$ cat config.mk
export PLATFORM = sky130hd
export DESIGN_NAME = lesq_pipe
export DESIGN_NICKNAME = d
export VERILOG_FILES = /design/src/rtl/lesq_pkg.sv /design/src/rtl/lesq_lod.sv /design/src/rtl/lesq_pipe.sv
export SDC_FILE = /design/constraint.sdc
export NUM_CORES = 1
export LEC_CHECK = 0
export CAP_MARGIN = 20
export CORE_MARGIN = 2
export CORE_UTILIZATION = 52
export CTS_CLUSTER_SIZE = 28
export DETAILED_ROUTE_END_ITERATION = 10
export PLACE_DENSITY = 0.78
export SLEW_MARGIN = 20
export SYNTH_ARGS = -nofsm -noshare
export SYNTH_HDL_FRONTEND = slang
export SYNTH_SLANG_ARGS = --single-unit
export TNS_END_PERCENT = 50
$ cat constraint.sdc
create_clock -name clk -period 4 [get_ports clk]
set_input_delay 1 -clock clk [delete_from_list [all_inputs] [get_ports clk]]
set_output_delay 1 -clock clk [all_outputs]
set_load 0.01 [all_outputs]
$ cat src/rtl/lesq_pkg.sv
`default_nettype none
// ============================================================================
// Module  : lesq_pkg
// Purpose : Shared constants, stage-payload type and compensation helper for
//           the lesq_pipe approximate square-root pipeline.
// Contents: LESQ_LAT       - pipeline latency in cycles
//           LESQ_COMP_OFS  - offset subtracted from (k+1)>>1 for odd-k bias
//           LESQ_SHIFT_W   - width of shift amounts (covers WIDTH up to 64)
//           lesq_stage_t   - per-stage control payload (valid, zero flag)
//           lesq_comp_shift- exponent m of the odd-k compensation term
// Revision: 1.0 - initial release
// ============================================================================
package lesq_pkg;

  localparam int LESQ_LAT      = 3;
  localparam int LESQ_COMP_OFS = 3;
  localparam int LESQ_SHIFT_W  = 6;

  typedef struct packed {
    logic valid;
    logic zero;
  } lesq_stage_t;

  // p = floor(k/2); for odd k, (k+1)>>1 == p+1. Result is clamped at zero.
  function automatic logic [LESQ_SHIFT_W-1:0] lesq_comp_shift(
    input logic [LESQ_SHIFT_W-1:0] p
  );
    logic [LESQ_SHIFT_W-1:0] half;
    half = p + LESQ_SHIFT_W'(1);
    if (half >= LESQ_SHIFT_W'(LESQ_COMP_OFS))
      return half - LESQ_SHIFT_W'(LESQ_COMP_OFS);
    return '0;
  endfunction

endpackage
`default_nettype wire

$ cat src/rtl/lesq_lod.sv
`default_nettype none
// ============================================================================
// Module  : lesq_lod
// Purpose : Combinational leading-one detector.
// Ports   : vec     [WIDTH-1:0] in  - vector to scan
//           idx     [IDX_W-1:0] out - index of the most significant set bit
//                                     (0 when vec is all zeros)
//           nonzero             out - 1 when any bit of vec is set
// Revision: 1.0 - initial release
// ============================================================================
module lesq_lod
  import lesq_pkg::*;
#(
  parameter int WIDTH = 32,
  parameter int IDX_W = $clog2(WIDTH)
) (
  input  logic [WIDTH-1:0] vec,
  output logic [IDX_W-1:0] idx,
  output logic             nonzero
);

  // Ascending scan: the last set bit seen is the leading one.
  always_comb begin
    idx = '0;
    for (int i = 0; i < WIDTH; i++) begin
      if (vec[i]) idx = IDX_W'(i);
    end
  end

  assign nonzero = |vec;

endmodule
`default_nettype wire

$ cat src/rtl/lesq_pipe.sv
`default_nettype none
// ============================================================================
// Module  : lesq_pipe
// Purpose : 3-stage valid/ready pipeline computing an approximate square root
//           of an unsigned WIDTH-bit operand with a tag carried alongside.
//             S1: leading-one index k, remainder r = x - 2^k
//             S2: Q = 2^p + (r >> (p+1)), p = floor(k/2)
//             S3: optional odd-k compensation add, saturation to WIDTH/2 bits
// Config  : define LESQ_ERR_COMP_EN to add 2^m for odd k,
//           m = max(((k+1)>>1) - 3, 0). Latency is 3 cycles either way.
// Ports   : clk, rst (sync, active-high)
//           in_valid/in_ready, in_data[WIDTH-1:0], in_tag[TAG_W-1:0]
//           out_valid/out_ready, out_sqrt[WIDTH/2-1:0], out_tag[TAG_W-1:0],
//           out_zero (operand was zero)
// Revision: 1.0 - initial release
// ============================================================================
module lesq_pipe
  import lesq_pkg::*;
#(
  parameter int WIDTH = 32,
  parameter int TAG_W = 4
) (
  input  logic               clk,
  input  logic               rst,
  input  logic               in_valid,
  output logic               in_ready,
  input  logic [WIDTH-1:0]   in_data,
  input  logic [TAG_W-1:0]   in_tag,
  output logic               out_valid,
  input  logic               out_ready,
  output logic [WIDTH/2-1:0] out_sqrt,
  output logic [TAG_W-1:0]   out_tag,
  output logic               out_zero
);

  localparam int HALF = WIDTH / 2;
  localparam int KW   = $clog2(WIDTH);

  // ---------------- stage registers ----------------
  lesq_stage_t       s1_st;
  logic [KW-1:0]     s1_k;
  logic [WIDTH-1:0]  s1_rem;
  logic [TAG_W-1:0]  s1_tag;

  lesq_stage_t       s2_st;
  logic [HALF:0]     s2_q;
  logic [TAG_W-1:0]  s2_tag;
`ifdef LESQ_ERR_COMP_EN
  logic              s2_odd;
  logic [KW-1:0]     s2_p;
`endif

  lesq_stage_t       s3_st;

  // ---------------- flow control ----------------
  logic adv1, adv2, adv3;

  assign adv3      = !s3_st.valid || out_ready;
  assign adv2      = !s2_st.valid || adv3;
  assign adv1      = !s1_st.valid || adv2;
  assign in_ready  = adv1 && !rst;
  assign out_valid = s3_st.valid;
  assign out_zero  = s3_st.zero;

  // ---------------- S1 combinational ----------------
  logic [KW-1:0]    lod_idx;
  logic             lod_nz;
  logic [WIDTH-1:0] rem_in;

  lesq_lod #(
    .WIDTH (WIDTH),
    .IDX_W (KW)
  ) u_lod (
    .vec     (in_data),
    .idx     (lod_idx),
    .nonzero (lod_nz)
  );

  // Clearing the leading one yields x - 2^k; a zero operand stays zero.
  assign rem_in = in_data & ~(WIDTH'(1) << lod_idx);

  // ---------------- S2 combinational ----------------
  logic [KW-1:0]    s1_p;
  logic [WIDTH-1:0] s1_shr;
  logic [HALF:0]    q_next;

  always_comb begin
    s1_p   = s1_k >> 1;
    s1_shr = (s1_rem >> s1_p) >> 1;
    // r < 2^k, so r >> (p+1) < 2^p and the sum stays below 2^HALF.
    q_next = (HALF+1)'(s1_shr) + ((HALF+1)'(1) << s1_p);
  end

  // ---------------- S3 combinational ----------------
  logic [HALF:0]   comp;
  logic [HALF:0]   sum;
  logic [HALF-1:0] res;

  always_comb begin
`ifdef LESQ_ERR_COMP_EN
    comp = s2_odd ? ((HALF+1)'(1) << lesq_comp_shift(LESQ_SHIFT_W'(s2_p)))
                  : '0;
`else
    comp = '0;
`endif
    sum = s2_q + comp;
    if (s2_st.zero)
      res = '0;
    else if (sum[HALF])
      res = '1;
    else
      res = sum[HALF-1:0];
  end

  // ---------------- pipeline registers ----------------
  always_ff @(posedge clk) begin
    if (rst) begin
      s1_st    <= '0;
      s1_k     <= '0;
      s1_rem   <= '0;
      s1_tag   <= '0;
      s2_st    <= '0;
      s2_q     <= '0;
      s2_tag   <= '0;
`ifdef LESQ_ERR_COMP_EN
      s2_odd   <= 1'b0;
      s2_p     <= '0;
`endif
      s3_st    <= '0;
      out_sqrt <= '0;
      out_tag  <= '0;
    end else begin
      if (adv1) begin
        s1_st.valid <= in_valid;
        if (in_valid) begin
          s1_st.zero <= !lod_nz;
          s1_k       <= lod_idx;
          s1_rem     <= rem_in;
          s1_tag     <= in_tag;
        end
      end
      if (adv2) begin
        s2_st.valid <= s1_st.valid;
        if (s1_st.valid) begin
          s2_st.zero <= s1_st.zero;
          s2_q       <= q_next;
          s2_tag     <= s1_tag;
`ifdef LESQ_ERR_COMP_EN
          s2_odd     <= s1_k[0];
          s2_p       <= s1_p;
`endif
        end
      end
      // Output registers only change when S3 advances, so they hold
      // steady while a result waits for out_ready.
      if (adv3) begin
        s3_st.valid <= s2_st.valid;
        if (s2_st.valid) begin
          s3_st.zero <= s2_st.zero;
          out_sqrt   <= res;
          out_tag    <= s2_tag;
        end
      end
    end
  end

endmodule
`default_nettype wire

==> flow_summary_export.csv <==
group,metric,value,unit
layout,drive_gt1_share,10.7,%
layout,layout_commonest_cell,"nand2_1",
yosys,syn_nets,771,
critical_path,cp.arrival,3.95,ns
power,p_total,2.10,mW
status,outcome,"completed",
sta,setup_viol,0,
layout,final_util,63.5,%
sta,tns,0,ns
layout,final_area,6590,sq um
drt,dr.pass1.iters,5,
placement,place_hpwl,11300,um
cts,hold_buffers,0,
drt,ant_nets,0,
cts,clock_tree.root_cell,"clkbuf_8",
drt,drt_iter0_markers,516,
die,fp.coreArea,10400,sq um
drt,vias,5480,
sta,post-route-min-period,3.66,ns
critical_path,crit_path_end_kind,"flop",
die,die_h,108,um
cts,clkSinkCount,86,
yosys,yosysWarnings,0,
yosys,synth-edff-count,0,
sta,finalCritPeriodShare,91.4,%
global_route,overflow,0,
sta,clock_skew,0.0228,ns
die,dieWidth,108,um
global_route,grt_pass1_vias,5169,
yosys,ys.flop_type,"dfxtp_1",
global_route,antenna_found_initial,0,
layout,stdcell_count,905,
global_route,grt_max_degree,43,
sta,hold_ws,0.456,ns
die,ios,63,
cts,clock_latency,0.38,ns
yosys,async_flop_share,0,%
sta,rsz0062_at_grt,"no",
yosys,syn_avg_cell_area,7.83,sq um
drt,drc,0,
die,rows,37,
cts,cts_buffers,9,
critical_path,cp_data_required_time,4.29,ns
power,power.density,319,nW/um^2
sta,maxSlewViolCount,0,
sta,fmax,0.273,GHz
power,power.switching,0.678,mW
cts,clk_pin_slew_worst_paths,0.11,ns
power,pwr-share-comb,24.4,%
yosys,yosysSeqAreaShare,30.8,%
critical_path,crit_type,"reg2reg",
placement,dpl_cell_area,6380,sq um
critical_path,rr_worst_depth,15,
drt,drt_wl_total,15000,um
critical_path,path_max_fanout,10,
yosys,ys_seq_elements,86,
cts,cts_max_path_buffers,2,
sta,hold_violations,0,
yosys,synthesis.area,5590,sq um
power,vdd_drop_max,0.000204,V
power,p_sw_share,32.3,%
placement,port_buffers,62,
power,p_leak,2.50,nW
cts,cts_tree,"yes",
layout,syn2layout_area_growth,17.8,%
min_path,hold_path.class,"reg2reg",
layout,diodes,0,
yosys,synth_cells,714,
power,seq_power_share,44.7,%
die,design.die.area,11600,sq um
min_path,hold_path_depth,2,
global_route,grt.total_usage,26.4,%
cts,htree_levels,3,
sta,relSlewSlack,44.9,%
sta,tightest_slew,0.816,ns
power,power.internal,1.42,mW
drt,vias_per_cell,6.06,
die,start_util,53.9,%
layout,nets,821,
global_route,grt_pass1_wl,24700,um
yosys,synth_cell_types,63,
critical_path,startpoint_type,"flop",
placement,place.gp.congestion,0.902,
sta,fin_ws,0.342,ns
placement,pre_cts_ws,0.171,ns
drt,routedWlPerCell,16.5,um
power,p_clk_share,31.0,%
placement,dp.cells,889,
job,cap_violations,0,
layout,layout_common_cells,"nand2_1, nor2_1, dfxtp_1, a21oi_1, clkdlybuf4s50_1",
==> cells in the mapped netlist (3+ instances only) <==
| master | instances | area [sq um] |
|---|---|---|
| inv_1 | 14 | 52.6 |
| o21ai_0 | 28 | 140 |
| a221oi_1 | 5 | 43.8 |
| a22oi_1 | 4 | 30.0 |
| ha_1 | 16 | 200 |
| nor3_1 | 29 | 145 |
| or4_1 | 11 | 82.6 |
| clkbuf_1 | 37 | 139 |
| a31oi_1 | 9 | 56.3 |
| nor2_1 | 90 | 338 |
| or3_1 | 4 | 25.0 |
| a32o_1 | 10 | 100 |
| nor4_1 | 8 | 50.1 |
| nand2b_1 | 5 | 31.3 |
| mux4_2 | 10 | 225 |
| nand2_1 | 105 | 394 |
| nor3b_1 | 3 | 22.5 |
| a211oi_1 | 22 | 165 |
| a21o_1 | 6 | 45.0 |
| mux2i_1 | 41 | 410 |
| o21a_1 | 5 | 37.5 |
| and2_1 | 7 | 43.8 |
| nand4_1 | 3 | 18.8 |
| dfxtp_1 | 86 | 1720 |
| nor2b_1 | 8 | 50.1 |
| nand3_1 | 6 | 30.0 |
| o31ai_1 | 3 | 22.5 |
| xnor2_1 | 5 | 43.8 |
| xor2_1 | 5 | 43.8 |
| mux2_2 | 7 | 78.8 |
| o211ai_1 | 6 | 45.0 |
| or3_2 | 3 | 22.5 |
| buf_1 | 8 | 30.0 |
| a21oi_1 | 65 | 325 |
==> registers in the layout, indices dropped and copies added, names as in the netlist <==
signal	flops
out_tag	4
s2_tag	4
s1_rem	31
s1_k	4
out_zero	1
s2_q	17
s2_st	2
s1_tag	4
out_valid	1
s1_st	2
out_sqrt	16
==> cells by family (layout without fill, tap and decap cells) <==
family	Yosys count	in the layout	synth area share, %
fa+ha+maj	17	17	3.94
simple gates	294	294	24.3
buf+inv	63	118	4.47
flops	86	86	30.8
mux	58	58	12.8
xor+xnor	10	10	1.57
compound gates	186	186	22.1
==> power by group through the flow <==
stage               combinational (mW)  sequential (mW)  clock (mW)
floorplan                        0.353            0.939           0
global placement                 0.491            0.954           0
detailed placement               0.501            0.957           0
CTS                              0.505            0.937       0.656
global route                     0.566            0.944       0.691
finish                           0.512            0.938       0.650
==> layer usage <==
layer,vias to the layer above,global-route usage (%),part of all wire (%)
met5,-,0,0
met4,0,8.06,1.8
met3,22,4.60,5.9
met2,187,43.4,47
met1,2576,35.2,46
li1,2695,-,-
==> final cells by class <==
cell class                 count  area, sq um
multi-input combinational    565         3630
clock inverter                 7         80.1
timing repair buffer          88          811
tap                          136          170
clock buffer                   9          124
fill                         928         3780
inverter                      14         52.6
sequential                    86         1720
==> path summary, 6_finish.rpt <==
path	from	endpoint	slack, ns
max reg2reg	s1_k[2]	s2_q[14]	0.34
min	s1_tag[1]	s2_tag[1]	0.46
min reg2reg	s1_tag[1]	s2_tag[1]	0.46
max	s1_k[2]	s2_q[14]	0.34
==> worst max-delay path: stages, from the launching register on <==
cell	delay, ns
dfxtp_2	0.47
buf_4	0.20
mux2i_1	0.12
mux4_2	0.48
o21ai_0	0.16
ha_1	0.21
inv_1	0.07
fa_1	0.46
nor2b_1	0.17
o2111ai_1	0.18
a32oi_1	0.34
o41ai_1	0.10
buf_4	0.14
o21ai_0	0.18
xor2_1	0.09
a22o_1	0.19
==> timing repair <==
| item | in CTS | in global routing |
|---|---|---|
| endpoints found under the setup margin | 0 | 6 |
| hold endpoints to repair | 0 | 0 |
| buffers inserted | 0 | 0 |
| gates resized for setup | 0 | 3 |
Power figures use the tool's default switching activity.
